--- src/rtl/planet_emp_game_ctrl.sv ---
// Round sequencer for the Planet Empire core: arming, hit/miss judgement, score/shot
// tally, empire speed level and sound selection. All durations count EE_i ticks.
module planet_emp_game_ctrl #(
  parameter int C_SHOTS     = 10,
  parameter int C_ARM_N     = 2000,
  parameter int C_HIT_N     = 300,
  parameter int C_MISS_N    = 150,
  parameter int C_LVUP_HITS = 4,
  parameter int C_MAX_LV    = 3
) (
  input  logic       CK_i,
  input  logic       SRST_i,
  input  logic       EE_i,
  input  logic       FIRE_i,
  input  logic       MSL_TOP_i,
  input  logic       EMP_HIT_i,
  input  logic       EMP_FULL_i,
  output logic       FIRE_EN_o,
  output logic       EMP_CLR_o,
  output logic       EMP_KILL_o,
  output logic [1:0] EMP_LV_o,
  output logic [7:0] SCORE_o,
  output logic [7:0] SHOTS_o,
  output logic [1:0] SND_o,
  output logic       OVER_o,
  output logic [2:0] STATE_o
);
  typedef enum logic [2:0] {
    S_IDLE = 3'd0, S_ARM = 3'd1, S_READY = 3'd2, S_FLIGHT = 3'd3,
    S_HIT = 3'd4, S_MISS = 3'd5, S_OVER = 3'd6, S_BAD = 3'd7
  } state_t;

  localparam int TMAX0 = (C_ARM_N > C_HIT_N) ? C_ARM_N : C_HIT_N;
  localparam int TMAX  = (TMAX0 > C_MISS_N) ? TMAX0 : C_MISS_N;
  localparam int TW    = $clog2(TMAX + 1);
  localparam logic [TW-1:0] T_ARM  = TW'(C_ARM_N - 1);
  localparam logic [TW-1:0] T_HIT  = TW'(C_HIT_N - 1);
  localparam logic [TW-1:0] T_MISS = TW'(C_MISS_N - 1);
  localparam logic [TW-1:0] T_SAT  = TW'(TMAX);

  state_t        state_q, state_d;
  logic [TW-1:0] tmr_q, tmr_d;
  logic [7:0]    score_q, score_d, shots_q, shots_d, hctr_q, hctr_d;
  logic [1:0]    lv_q, lv_d;
  logic          fire_q, msl_q, clr_q, clr_d, kill_q, kill_d;
  logic          fire_rise, msl_rise, exit_now;

  assign fire_rise = FIRE_i & ~fire_q;
  assign msl_rise  = MSL_TOP_i & ~msl_q;

  always_comb begin
    state_d  = state_q;
    score_d  = score_q;
    shots_d  = shots_q;
    hctr_d   = hctr_q;
    lv_d     = lv_q;
    clr_d    = 1'b0;
    kill_d   = 1'b0;
    exit_now = 1'b0;
    case (state_q)
      S_IDLE, S_OVER: if (fire_rise) begin
        state_d = S_ARM;
        score_d = '0;
        shots_d = 8'(C_SHOTS);
        hctr_d  = '0;
        lv_d    = '0;
        clr_d   = 1'b1;
      end
      S_ARM: begin
        if (EMP_FULL_i)                 state_d = S_OVER;
        else if (EE_i && tmr_q == T_ARM) state_d = S_READY;
      end
      S_READY: begin
        if (EMP_FULL_i) state_d = S_OVER;
        else if (fire_rise) begin
          state_d = S_FLIGHT;
          shots_d = shots_q - 8'd1;
        end
      end
      // The shot is judged before any invasion; HIT/MISS then react to EMP_FULL_i.
      S_FLIGHT: if (msl_rise) begin
        if (EMP_HIT_i) begin
          state_d = S_HIT;
          kill_d  = 1'b1;
          if (score_q != 8'hFF) score_d = score_q + 8'd1;
          if (hctr_q + 8'd1 == 8'(C_LVUP_HITS)) begin
            hctr_d = '0;
            if (lv_q != 2'(C_MAX_LV)) lv_d = lv_q + 2'd1;
          end else begin
            hctr_d = hctr_q + 8'd1;
          end
        end else begin
          state_d = S_MISS;
        end
      end
      S_HIT, S_MISS: begin
        exit_now = EE_i && (tmr_q == ((state_q == S_HIT) ? T_HIT : T_MISS));
        if (EMP_FULL_i)    state_d = S_OVER;
        else if (exit_now) state_d = (shots_q == 8'd0) ? S_OVER : S_READY;
      end
      default: state_d = S_IDLE;
    endcase
    if (state_d != state_q)           tmr_d = '0;
    else if (EE_i && tmr_q != T_SAT)  tmr_d = tmr_q + 1'b1;
    else                              tmr_d = tmr_q;
  end

  always_ff @(posedge CK_i) begin
    if (SRST_i) begin
      state_q <= S_IDLE;
      tmr_q   <= '0;
      score_q <= '0;
      shots_q <= 8'(C_SHOTS);
      hctr_q  <= '0;
      lv_q    <= '0;
      fire_q  <= 1'b1;
      msl_q   <= 1'b0;
      clr_q   <= 1'b0;
      kill_q  <= 1'b0;
    end else begin
      state_q <= state_d;
      tmr_q   <= tmr_d;
      score_q <= score_d;
      shots_q <= shots_d;
      hctr_q  <= hctr_d;
      lv_q    <= lv_d;
      fire_q  <= FIRE_i;
      msl_q   <= MSL_TOP_i;
      clr_q   <= clr_d;
      kill_q  <= kill_d;
    end
  end

  always_comb begin
    SND_o = 2'b00;
    case (state_q)
      S_HIT:  SND_o = 2'b10;
      S_MISS: SND_o = 2'b01;
      S_OVER: if (tmr_q < TW'(C_HIT_N)) SND_o = 2'b11;
      default: SND_o = 2'b00;
    endcase
  end

  assign FIRE_EN_o  = (state_q == S_FLIGHT);
  assign OVER_o     = (state_q == S_OVER);
  assign EMP_CLR_o  = clr_q;
  assign EMP_KILL_o = kill_q;
  assign EMP_LV_o   = lv_q;
  assign SCORE_o    = score_q;
  assign SHOTS_o    = shots_q;
  assign STATE_o    = state_q;
endmodule

--- config.mk ---
export PLATFORM = sky130hd
export DESIGN_NAME = planet_emp_game_ctrl
export DESIGN_NICKNAME = d
export VERILOG_FILES = /design/src/rtl/planet_emp_game_ctrl.sv
export SDC_FILE = /design/constraint.sdc
export NUM_CORES = 1
export LEC_CHECK = 0
export BUFFER_PORTS_ARGS = -buffer_cell sky130_fd_sc_hd__buf_2
export CAP_MARGIN = 20
export CELL_PAD_IN_SITES_DETAIL_PLACEMENT = 2
export CELL_PAD_IN_SITES_GLOBAL_PLACEMENT = 2
export CORE_UTILIZATION = 35
export DETAILED_ROUTE_END_ITERATION = 6
export PLACE_DENSITY_LB_ADDON = 0.1
export REMOVE_ABC_BUFFERS = 1
export SYNTH_ARGS = -nofsm -noshare
export SYNTH_HDL_FRONTEND = slang
export SYNTH_SLANG_ARGS = --single-unit
export TNS_END_PERCENT = 5
--- constraint.sdc ---
create_clock -name CK_i -period 1.9 [get_ports CK_i]
set_input_delay 0.285 -clock CK_i [delete_from_list [all_inputs] [get_ports CK_i]]
set_output_delay 0.285 -clock CK_i [all_outputs]
set_load 0.02 [all_outputs]
# Yosys cells after proc, flatten, opt, wreduce, memory -nomap -nowiden

Index checks and enable logic that the tools add are counted.

Mux-type cells: 35
Bitwise logic cells: 7
$add $sub $neg: 5
$lt $le $gt $ge: 1
Equality and inequality tests: 21
Reductions and logical operators: 16

Operator list:

| cell                                                                          | count |
|---|---|
| 8-bit two-way mux                                                             | 10 |
| 8-bit case mux with 2 select lines                                            | 3 |
| 3-bit two-way mux                                                             | 9 |
| 8-bit by 1-bit adder with 8-bit output, second input constant                 | 2 |
| 3-bit case mux with 5 select lines                                            | 1 |
| 2-bit two-way mux                                                             | 6 |
| 11-bit by 1-bit adder with 11-bit output, second input constant               | 1 |
| 11-bit equality test, second input constant                                   | 1 |
| 11-bit by 9-bit equality test with 1-bit output                               | 1 |
| 11-bit by 9-bit less-than comparator with 1-bit output, second input constant | 1 |
| 11-bit inequality test, second input constant                                 | 1 |
| 2-bit inequality test, second input constant                                  | 5 |
| 3-bit equality test, second input constant                                    | 3 |
| 9-bit two-way mux                                                             | 1 |
| 8-bit by 3-bit equality test with 1-bit output, second input constant         | 1 |
| 8-bit logical NOT                                                             | 1 |
| 2-bit by 1-bit inequality test with 1-bit output, second input constant       | 4 |
| 8-bit inequality test, second input constant                                  | 1 |
| 4-bit AND reduction                                                           | 2 |
| 2-bit OR reduction                                                            | 4 |
| 8-bit by 1-bit subtractor with 8-bit output, second input constant            | 1 |
| 3-bit by 2-bit equality test with 1-bit output, second input constant         | 2 |
| 2-bit case mux with 3 select lines                                            | 1 |
| 6-bit AND reduction                                                           | 1 |
| 12 further kinds                                                              | 22 |

Flip-flop bits (word level): 44
Logic and storage cells: 95

# Depth between registers and ports, before layout

Gate-level depths: netlist of the first run.

Depth in word-level cells: 9
Depth in mapped cells: 9
Mapped depth without buffers: 6

# Worst setup path before layout of the first run

OpenSTA, ideal clock, no wires.

Kind: reg-to-output
From: reg tmr_q[2]
To: out SND_o[0]
Required time: 1615 ps
Buffers on the path: 1
Arrival: 1652 ps
Cell stages (with the launch flop): 7
Setup slack: -37 ps
Cells stage by stage: dfxtp_1 -> buf_2 -> a21o_1 -> a211o_1 -> a2111oi_0 -> a21oi_1 -> nor2_1

Word-level cells in the longest chain between the ends: 3

Ends and longest elaborated chain:

| what                                                   | line | source |
|---|---|---|
| from (decl)                                            | 42   | `logic [TW-1:0] tmr_q, tmr_d;` |
| from (signal assigned)                                 | 122  | `tmr_q <= tmr_d;` |
| 11-bit by 9-bit less-than comparator with 1-bit output | 139  | `S_OVER: if (tmr_q < TW'(C_HIT_N)) SND_o = 2'b11;` |
| 2-bit two-way mux                                      | 139  |  |
| 2-bit case mux with 3 select lines                     | 136  | `case (state_q)` |
| to (decl)                                              | 24   | `output logic [1:0] SND_o,` |

Every way passes these cells.

# Worst setup path after layout of the first run

From: reg tmr_q[3]
To: out SND_o[0]

Same word-level chain as after synthesis.

==> impl_summary.txt, run 1 <==
----------------------------------------------------
[Placed design]
  Port Buffers ... 33
  Gpl congestion ... 0.818
  Detail Placement HPWL ... 6.83 mm
  Number of instances in the placed design ... 471
  Pre-CTS setup slack ... -0.781 ns

[Critical path]
  Worst Setup Start Kind ... register
  Worst path buffer plus inverter count ... 3
  Crit path launch ... tmr_q[3]
  Crit path max-delay family ... compound AO/OA/AOI/OAI gates
  Critical register-to-register path startpoint ... STATE_o[0]
  Worst Path Arrival ... 2.00 ns
  Worst R2R Setup Slack ... -0.25 ns
  Slowest library cell on the worst path ... sky130_fd_sc_hd__dfxtp_2
  Last element of the critical path ... SND_o[0]
  Setup CP Type ... register to output pin
  Nature of the critical path endpoint ... output pin
  Worst EP required ... 1.62 ns
  Cell occurring most often along the worst timing path ... sky130_fd_sc_hd__buf_4
  Critical path depth in cells ... 8
  Largest fanout of any net on the critical path ... 2
  Critical path's largest stage delay ... 0.35 ns
  Cells on worst reg2reg path ... 6
  Worst r2r dst ... STATE_o[2]
  Chain of cells forming the critical path ... buf_6 -> a21o_1 -> a211o_1 -> a2111oi_4 -> buf_4 -> a21oi_2 -> nor2_1 -> buf_4

[Timing]
  Worst slew slack as a fraction of its limit ... 0.615
  Final total negative setup slack ... -3.85 ns
  Setup-failing EPs final ... 19
  Unrepaired setup endpoints after global routing ... true
  Final Max Slew Viols ... 0
  Final critical-path share of the clock period ... 1.20
  Final worst slack ... -0.386 ns
  Clock tree skew after final layout ... 0.0102 ns
  Hold Worst Slack ... 0.313 ns
  Transition time at the pin with the least slew margin ... 0.576 ns
  Number of endpoints with negative hold slack in the final report ... 0
  F_max ... 0.437 GHz
  Clock period minus final worst setup slack ... 2.29 ns

[Yosys]
  Syn Inst Count ... 290
  Syn. warnings ... 0
  Part of the Yosys area used for sequential elements ... 0.343
  Flops & latches, synth ... 44
  Avg Synthesized Cell Area ... 8.86 um2
  Commonest register cell after synthesis ... sky130_fd_sc_hd__dfxtp_1
  EDFF count, synth ... 0
  Fraction of synthesis flops using an asynchronous set or reset pin ... 0
  Count of distinct cell types in the synthesized netlist ... 64
  Post-synthesis instance area ... 0.00257 mm2

[Power and ir drop]
  Combinational share of power ... 0.190
  Cell internal pwr ... 0.00154 W
  Clk network pwr share ... 0.372
  Share of total power in sequential cells ... 0.439
  Net Switching ... 0.000652 W
  Total power density per cell area ... 597 mW/mm2
  Worst vdd rail ir drop ... 0.380 mV
  Sw Ratio ... 0.298
  Leakage ... 1.51 nW

[Clocking]
  H-tree depth reported by CTS ... 2
  Number of buffers added to fix hold violations after cts ... 0
  Clock latency at the later pin of the worst-skew pair ... 0.31 ns
  Total number of clock tree sinks ... 44
  CTS tree ... built
  Buffer depth of the longest clock path ... 2
  Clock transition time at the flip-flop clock pins of the worst setup and hold paths ... 0.10 ns
  Num CTS Buffers ... 5
  Clock root cell ... sky130_fd_sc_hd__clkbuf_8

[Worst hold path]
  Classification of the worst-slack hold path ... input port to register
  Instance count along the most critical hold path ... 2
  Startpoint of the most critical hold path ... SRST_i

[Floorplanning]
  Initial Utilization ... 0.370
  Core region area ... 0.00694 mm2
  Die extent in y ... 87.7 um
  Die X-Extent ... 87.7 um
  Site Rows ... 30
  Count of boundary I/O pins ... 34
  Die ar. ... 0.00769 mm2

[Layout]
  Share of cells above drive strength 1 ... 0.420
  Number of nets in the layout ... 401
  Number of antenna repair diodes ... 0
  Final non-filler cell total ... 484
  Synth-to-Final Area Change ... 42.6%
  Utilization of the core after routing ... 0.528

[Drt]
  Number of violations reported at the end of detailed-routing iteration 0 ... 206
  Post-DR vias/cell ... 5.96
  Antenna-violating nets left ... 0
  First-pass iteration count of the detailed router ... 6
  Overall routed net length ... 12.8 mm
  Via count of the routed design ... 2885
  Number of remaining DRC errors ... 0
  WL per Instance ... 26.5 um

[Status]
  Outcome ... complete, but fails checks
  Violations in the final reports ... negative setup slack

[Job]
  Max_cap viols ... 0

[Global route]
  Leftover overflow at the end of global routing ... 0
  Number of global-route vias before repair ... 3121
  Largest net degree at the start of global routing ... 15
  Total routing resource utilization after global routing ... 0.334
  Wire length of the first global-routing pass ... 18.7 mm
  Antenna violations before repair ... 0

----------------------------------------------------
-- worst min path at each step --
stage                     slack, ns          end
after floorplan                0.35  EMP_LV_o[0]
final                          0.31    hctr_q[6]
after global routing           0.32    hctr_q[5]
after CTS                      0.27    hctr_q[2]
after global placement         0.47    hctr_q[0]
after detailed placement       0.48    hctr_q[0]
-- metrics by stage --
step / power (W) / instance area [um2]
6_report: 0.00219 / 3660
3_3_place_gp: 0.00128 / 3280
4_1_cts: 0.00215 / 3570
3_5_place_dp: 0.00130 / 3280
5_1_grt: 0.00224 / 3660
2_1_floorplan: 0.00113 / 2500
-- registers in the layout (all words and copies together) (netlist names) --
signal and cells:
SHOTS_o 8, fire_q 1, EMP_KILL_o 1, EMP_LV_o 2, STATE_o 3, msl_q 1
EMP_CLR_o 1, SCORE_o 8, hctr_q 8, tmr_q 11
-- power by group through the flow --
| stage | Sequential (W) | Combinational (W) | Clock, W |
|---|---|---|---|
| 2_1_floorplan | 0.000990 | 0.000141 | 0 |
| 3_3_place_gp | 0.000970 | 0.000311 | 0 |
| 3_5_place_dp | 0.000972 | 0.000323 | 0 |
| 4_1_cts | 0.000956 | 0.000373 | 0.000824 |
| 5_1_grt | 0.000960 | 0.000430 | 0.000848 |
| 6_report | 0.000960 | 0.000415 | 0.000813 |
-- cell usage in the layout (no fill, tap or decap), drive strengths merged, types with 7 or more instances in the layout --
master / instances
xnor2: 10
nor2: 25
xor2: 14
a21oi: 16
buf: 102
nand2b: 9
ha: 7
nand3: 12
nand2: 15
inv: 9
dfxtp: 44
and3: 7
nor3: 17
-- timing repair --
| item | CTS | global route |
|---|---|---|
| pin swaps | 12 | 2 |
| gates cloned | 0 | 0 |
| setup buffers | 5 | 0 |
| gates resized for setup | 32 | 19 |
| endpoints found under the setup margin | 22 | 36 |
-- worst register-to-register path, cell delays in order (launching register included) --
cell	delay [ns]
sky130_fd_sc_hd__dfxtp_2	0.39
sky130_fd_sc_hd__nor3b_1	0.53
sky130_fd_sc_hd__and4b_1	0.39
sky130_fd_sc_hd__o21ai_2	0.14
sky130_fd_sc_hd__buf_4	0.16
sky130_fd_sc_hd__o31ai_1	0.26
sky130_fd_sc_hd__a21oi_1	0.14
-- kinds of logic (layout without fill, tap and decap cells) --
family | Yosys count | after routing | share of synthesized area
simple gates | 133 | 133 | 0.320
compound gates | 58 | 58 | 0.168
flops | 44 | 44 | 0.343
xor+xnor | 24 | 24 | 0.0818
buf+inv | 21 | 119 | 0.0409
fa+ha+maj | 7 | 7 | 0.0341
mux | 3 | 3 | 0.0122
-- cell type report --
type                       count  area (um2)
fill                         715        3280
multi-input combinational    225        1770
sequential                    44         896
timing repair buffer         102         728
tap                           96         120
clock buffer                   6        82.6
clock inverter                 2        38.8
inverter                       9        33.8
-- cells in the mapped netlist, types with 6 or more instances --
cell,number,area share
sky130_fd_sc_hd__inv_1,8,0.012
sky130_fd_sc_hd__ha_1,7,0.034
sky130_fd_sc_hd__xnor2_1,10,0.034
sky130_fd_sc_hd__nand3_1,12,0.023
sky130_fd_sc_hd__nor2_1,25,0.037
sky130_fd_sc_hd__a21oi_1,16,0.031
sky130_fd_sc_hd__buf_2,6,0.012
sky130_fd_sc_hd__nor3_1,6,0.012
sky130_fd_sc_hd__and3_1,7,0.017
sky130_fd_sc_hd__dfxtp_1,44,0.34
sky130_fd_sc_hd__nand2_1,14,0.020
sky130_fd_sc_hd__xor2_1,14,0.048
sky130_fd_sc_hd__nand2b_1,9,0.022
sky130_fd_sc_hd__nor3_2,11,0.043
sky130_fd_sc_hd__nand3b_1,6,0.018
-- metal layers --
layer	vias up	track usage	share of wire	wire [um]
li1	1257	-	-	-
met1	1473	0.376	0.41	5250
met2	110	0.608	0.51	6520
met3	45	0.0594	0.043	551
met4	0	0.159	0.038	493
met5	-	0	0	0
Note: power is estimated with default switching activity, not from simulation.
==> inputs of run 2 (changes only) <==
ABC_AREA = 1   (was default)
CORE_UTILIZATION = 32   (was 35)
==> impl_summary.txt, run 2 <==
----------------------------------------------------
[Power and ir drop]
  Combinational share of power ... 0.212
  Worst vdd rail ir drop ... 0.241 mV
  Net Switching ... 0.000623 W
  Clk network pwr share ... 0.290
  Sw Ratio ... 0.315
  Leakage ... 1.33 nW
  Total power density per cell area ... 647 mW/mm2
  Cell internal pwr ... 0.00136 W
  Share of total power in sequential cells ... 0.498

[Job]
  Max_cap viols ... 0

[Critical path]
  Slowest library cell on the worst path ... sky130_fd_sc_hd__dfxtp_2
  Critical register-to-register path startpoint ... tmr_q[1]
  Worst Path Arrival ... 1.55 ns
  Setup CP Type ... register to output pin
  Critical path's largest stage delay ... 0.35 ns
  Crit path max-delay family ... compound AO/OA/AOI/OAI gates
  Worst r2r dst ... tmr_q[4]
  Crit path launch ... tmr_q[7]
  Worst Setup Start Kind ... register
  Worst EP required ... 1.62 ns
  Nature of the critical path endpoint ... output pin
  Cells on worst reg2reg path ... 13
  Chain of cells forming the critical path ... buf_4 -> o41ai_4 -> nand3b_1 -> o21ai_0 -> buf_4
  Largest fanout of any net on the critical path ... 4
  Cell occurring most often along the worst timing path ... sky130_fd_sc_hd__buf_4
  Worst path buffer plus inverter count ... 2
  Worst R2R Setup Slack ... 0.12 ns

[Yosys]
  Dominant cells by area after synthesis ... sky130_fd_sc_hd__dfxtp_1 37%, sky130_fd_sc_hd__nand2_1 8.9%, sky130_fd_sc_hd__nor2_1 8.9%, sky130_fd_sc_hd__inv_1 7.8%, sky130_fd_sc_hd__a21oi_1 5.6%
  Leading area contributor after synthesis ... sky130_fd_sc_hd__dfxtp_1
  Most instantiated cells after synthesis ... 57 x sky130_fd_sc_hd__nand2_1, 57 x sky130_fd_sc_hd__nor2_1, 50 x sky130_fd_sc_hd__inv_1
  Avg Synthesized Cell Area ... 7.01 um2
  Syn Inst Count ... 344
  Count of distinct cell types in the synthesized netlist ... 36
  Area share of the largest cell type after synthesis ... 0.365
  Post-synthesis instance area ... 0.00241 mm2
  Commonest register cell after synthesis ... sky130_fd_sc_hd__dfxtp_1
  Fraction of synthesis flops using an asynchronous set or reset pin ... 0
  Syn. warnings ... 0
  Flops & latches, synth ... 44
  Part of the Yosys area used for sequential elements ... 0.365
  EDFF count, synth ... 0

[Floorplanning]
  Die extent in y ... 88.8 um
  Site Rows ... 31
  Core region area ... 0.00725 mm2
  Die ar. ... 0.00789 mm2
  Die X-Extent ... 88.8 um
  Initial Utilization ... 0.332
  Count of boundary I/O pins ... 34

[Drt]
  Number of violations reported at the end of detailed-routing iteration 0 ... 45
  First-pass iteration count of the detailed router ... 4
  Antenna-violating nets left ... 0
  Via count of the routed design ... 2405
  Post-DR vias/cell ... 4.80
  Overall routed net length ... 7.32 mm
  Number of remaining DRC errors ... 0
  WL per Instance ... 14.6 um

[Clocking]
  Clock latency at the later pin of the worst-skew pair ... 0.30 ns
  CTS tree ... built
  Total number of clock tree sinks ... 44
  H-tree depth reported by CTS ... 2
  Clock transition time at the flip-flop clock pins of the worst setup and hold paths ... 0.08 ns
  Buffer depth of the longest clock path ... 2
  Num CTS Buffers ... 5
  Clock root cell ... sky130_fd_sc_hd__clkbuf_8
  Number of buffers added to fix hold violations after cts ... 0

[Layout]
  Flip-flop count of the largest register, all copies and words added ... 11
  Fin area ... 0.00306 mm2
  Share of cells above drive strength 1 ... 0.264
  Synth-to-Final Area Change ... 27.0%
  Most common cell after layout, fill and taps aside ... sky130_fd_sc_hd__nand2_1
  Largest register by flop count ... tmr_q
  Most frequent cells in the layout ... 56 x sky130_fd_sc_hd__nand2_1, 53 x sky130_fd_sc_hd__nor2_1, 45 x sky130_fd_sc_hd__inv_1
  Number of antenna repair diodes ... 0
  Number of nets in the layout ... 416

[Timing]
  Setup-failing EPs final ... 0
  Clock tree skew after final layout ... 0.00880 ns
  Transition time at the pin with the least slew margin ... 0.334 ns
  Final critical-path share of the clock period ... 0.967
  Unrepaired setup endpoints after global routing ... true
  Final Max Slew Viols ... 0
  Clock period minus final worst setup slack ... 1.84 ns
  Number of endpoints with negative hold slack in the final report ... 0
  Worst slew slack as a fraction of its limit ... 0.777
  F_max ... 0.544 GHz
  Hold Worst Slack ... 0.206 ns

[Global route]
  Largest net degree at the start of global routing ... 13
  Number of global-route vias before repair ... 2541
  Antenna violations before repair ... 0
  Wire length of the first global-routing pass ... 11.9 mm
  Total routing resource utilization after global routing ... 0.199
  Leftover overflow at the end of global routing ... 0

[Placed design]
  Detail Placement HPWL ... 5.73 mm
  Gpl congestion ... 0.760
  Port Buffers ... 33
  Area post-placement ... 0.00282 mm2

[Status]
  Outcome ... complete, no violations

[Worst hold path]
  Hold Crit Endpoint ... fire_q
  Classification of the worst-slack hold path ... input port to register
  Instance count along the most critical hold path ... 3
  Startpoint of the most critical hold path ... FIRE_i

----------------------------------------------------
[run 2: how the worst max path moves through the flow]
stage | end | cells past startpoint | slack, ns
2_1_floorplan | tmr_q[0] | 9 | -0.25
3_3_place_gp | tmr_q[5] | 13 | 0.04
3_5_place_dp | tmr_q[3] | 13 | -0.04
4_1_cts | SND_o[0] | 5 | -0.01
5_1_grt | tmr_q[4] | 13 | -0.09
6_report | SND_o[0] | 5 | 0.06
[run 2: layout make-up]
type,count,area (um2)
clock buffer,6,72.6
tap,99,124
fill,888,4190
sequential,44,896
timing repair buffer,55,349
clock inverter,1,5.00
multi-input combinational,243,1420
inverter,53,201
[run 2: layer usage]
metal / up-vias / GRT usage / wire length [um]
met3: 6 / 0.0326 / 182
met1: 1159 / 0.241 / 3240
met5: - / 0 / 0
met4: 0 / 0.0440 / 70
li1: 1214 / - / -
met2: 26 / 0.366 / 3830
[run 2: what timing repair did]
item,CTS,global route
setup endpoints to repair,14,21
gates resized for setup,11,28
pin swaps,0,4
endpoints found under the hold margin,0,0
buffers inserted,3,2
[run 2: per-stage QoR]
stage / worst slack (ns) / TNS [ns] / power (W) / instances / utilization
after floorplan: -0.245 / -2.79 / 0.00121 / 340 / -
after global routing: -0.0918 / -0.704 / 0.00210 / 501 / 0.422
after detailed placement: -0.0385 / -0.345 / 0.00139 / 489 / 0.389
after global placement: 0.0384 / 0 / 0.00138 / 489 / 0.389
final: 0.0634 / 0 / 0.00198 / 501 / 0.422
after CTS: -0.0123 / -0.0123 / 0.00199 / 499 / 0.409
[run 2: cell families (layout without fill, tap and decap cells)]
| family | after synthesis | after routing | share of synthesized area |
|---|---|---|---|
| xor+xnor | 17 | 17 | 0.0618 |
| compound gates | 45 | 45 | 0.108 |
| simple gates | 174 | 174 | 0.338 |
| buf+inv | 57 | 115 | 0.0903 |
| flops | 44 | 44 | 0.365 |
| fa+ha+maj | 7 | 7 | 0.0363 |
[run 2: worst reg2reg max path: cells and delay by family (launching register included)]
family,cells,cell delay (ns)
AND/OR/NAND/NOR,11,1.10
flip-flops,1,0.38
buffers and inverters,2,0.22
[run 2: power groups by stage]
stage                     Sequential [W]  Clock, W  Combinational, W
after floorplan                  0.00101         0          0.000200
after global placement          0.000995         0          0.000381
after detailed placement        0.000997         0          0.000394
after CTS                       0.000979  0.000602          0.000412
after global routing            0.000992  0.000638          0.000470
final                           0.000988  0.000574          0.000420
==> inputs of run 3 (changes only) <==
CTS_CLUSTER_SIZE = 24   (was default)
MAX_ROUTING_LAYER = met4   (was default)
==> impl_summary.txt, run 3 (same netlist as run 2, synthesis figures left out) <==
----------------------------------------------------
[Status]
  Outcome ... complete, no violations

[Drt]
  First-pass iteration count of the detailed router ... 4
  Post-DR vias/cell ... 4.83
  Number of remaining DRC errors ... 0
  Overall routed net length ... 7.32 mm
  Number of violations reported at the end of detailed-routing iteration 0 ... 45
  Antenna-violating nets left ... 0
  Via count of the routed design ... 2422
  WL per Instance ... 14.6 um

[Timing]
  Final total negative setup slack ... 0 ns
  Clock tree skew after final layout ... 0.00832 ns
  Unrepaired setup endpoints after global routing ... true
  Final Max Slew Viols ... 0
  Final critical-path share of the clock period ... 0.960
  Worst slew slack as a fraction of its limit ... 0.777
  Clock period minus final worst setup slack ... 1.82 ns
  Transition time at the pin with the least slew margin ... 0.333 ns
  Setup-failing EPs final ... 0
  Number of endpoints with negative hold slack in the final report ... 0
  Final worst slack ... 0.0756 ns
  F_max ... 0.548 GHz

[Power and ir drop]
  Share of total power in sequential cells ... 0.498
  Cell internal pwr ... 0.00136 W
  Worst vdd rail ir drop ... 0.241 mV
  Net Switching ... 0.000623 W
  Sw Ratio ... 0.314
  Combinational share of power ... 0.212
  Leakage ... 1.33 nW
  Clk network pwr share ... 0.289
  Total power density per cell area ... 647 mW/mm2

[Clocking]
  Clock root cell ... sky130_fd_sc_hd__clkbuf_8
  CTS tree ... built
  Clock transition time at the flip-flop clock pins of the worst setup and hold paths ... 0.08 ns
  Clock latency at the later pin of the worst-skew pair ... 0.30 ns
  Num CTS Buffers ... 5
  Number of buffers added to fix hold violations after cts ... 0
  Buffer depth of the longest clock path ... 2
  H-tree depth reported by CTS ... 2
  Total number of clock tree sinks ... 44

[Layout]
  Share of cells above drive strength 1 ... 0.264
  Number of antenna repair diodes ... 0
  Number of nets in the layout ... 416
  Fin area ... 0.00306 mm2
  Flip-flop count of the largest register, all copies and words added ... 11
  Most frequent cells in the layout ... 56 x sky130_fd_sc_hd__nand2_1, 53 x sky130_fd_sc_hd__nor2_1, 45 x sky130_fd_sc_hd__inv_1
  Synth-to-Final Area Change ... 27.0%
  Most common cell after layout, fill and taps aside ... sky130_fd_sc_hd__nand2_1
  Largest register by flop count ... tmr_q
  Fill cell instance count of the final layout ... 888
  Final non-filler cell total ... 501
  Utilization of the core after routing ... 0.422

[Critical path]
  Cells on worst reg2reg path ... 13
  Worst EP required ... 1.62 ns
  Worst Setup Start Kind ... register
  Nature of the critical path endpoint ... output pin
  Setup CP Type ... register to output pin
  Largest fanout of any net on the critical path ... 4
  Worst R2R Setup Slack ... 0.12 ns
  Worst r2r dst ... tmr_q[4]
  Worst Path Arrival ... 1.54 ns
  Critical register-to-register path startpoint ... tmr_q[1]

[Placed design]
  Port Buffers ... 33
  Area post-placement ... 0.00282 mm2
  Gpl congestion ... 0.770
  Number of instances in the placed design ... 489
  Detail Placement HPWL ... 5.73 mm
  Pre-CTS setup slack ... -0.0385 ns

[Global route]
  Number of global-route vias before repair ... 2541
  Total routing resource utilization after global routing ... 0.205
  Wire length of the first global-routing pass ... 11.9 mm
  Leftover overflow at the end of global routing ... 0
  Antenna violations before repair ... 0
  Largest net degree at the start of global routing ... 13

[Floorplanning]
  Core region area ... 0.00725 mm2
  Die extent in y ... 88.8 um
  Site Rows ... 31
  Initial Utilization ... 0.332
  Count of boundary I/O pins ... 34
  Die X-Extent ... 88.8 um
  Die ar. ... 0.00789 mm2

[Job]
  Max_cap viols ... 0

[Worst hold path]
  Classification of the worst-slack hold path ... input port to register
  Hold Crit Endpoint ... fire_q
  Startpoint of the most critical hold path ... FIRE_i
  Instance count along the most critical hold path ... 3

----------------------------------------------------
## run 3: cell types whose count changed in the layout (fill, tap and decap cells not counted)
cell	delta
sky130_fd_sc_hd__o21ai_0	-1
sky130_fd_sc_hd__o21ai_1	+1
## run 3: critical path: stages (launching register included)
cell	delay, ns
sky130_fd_sc_hd__dfxtp_2	0.35
sky130_fd_sc_hd__buf_4	0.16
sky130_fd_sc_hd__o41ai_4	0.34
sky130_fd_sc_hd__nand3b_1	0.14
sky130_fd_sc_hd__o21ai_1	0.11
sky130_fd_sc_hd__buf_4	0.16
## run 3: power by group through the flow
stage               Sequential (W)  Clock [W]  Combinational [W]
floorplan                  0.00101          0           0.000200
global placement          0.000995          0           0.000381
detailed placement        0.000997          0           0.000394
CTS                       0.000979   0.000602           0.000412
global route              0.000992   0.000635           0.000471
finish                    0.000987   0.000573           0.000421
## run 3: metal layers
layer  vias up  wire (um)  track usage
met1      1176       3260        0.242
met4         0         65       0.0440
met2        26       3820        0.366
li1       1214          -            -
met3         6        173       0.0308
met5         -          0            -
## run 3: how the worst max path moves through the flow
| stage | from | end | slack (ns) | cells past startpoint |
|---|---|---|---|---|
| finish | tmr_q[7] | SND_o[0] | 0.08 | 5 |
| global route | tmr_q[1] | tmr_q[4] | -0.09 | 13 |
| CTS | tmr_q[7] | SND_o[0] | -0.01 | 5 |
| detailed placement | STATE_o[0] | tmr_q[3] | -0.04 | 13 |
| global placement | STATE_o[0] | tmr_q[5] | 0.04 | 13 |
| floorplan | STATE_o[1] | tmr_q[0] | -0.25 | 9 |
## run 3: per-stage QoR
step           power [W]  hold slack (ns)
4_1_cts          0.00199            0.198
6_report         0.00198            0.204
3_5_place_dp     0.00139            0.453
2_1_floorplan    0.00121            0.354
5_1_grt          0.00210            0.201
3_3_place_gp     0.00138            0.447
## run 3: final cells by class
type                    instances  area (um2)  area share
clock inverters                 1        5.00     0.00163
multi-input cells             243        1420       0.462
repair buffers                 55         349       0.114
inverters                      53         201      0.0658
flip-flops and latches         44         896       0.292
clock buffers                   6        72.6      0.0237
well taps                      99         124      0.0404
## run 3: repair_timing
item                       CTS  global route
buffers inserted             3             2
gates resized for setup     11            29
pin swaps                    0             4
gates cloned                 0             0
setup endpoints to repair   14            21
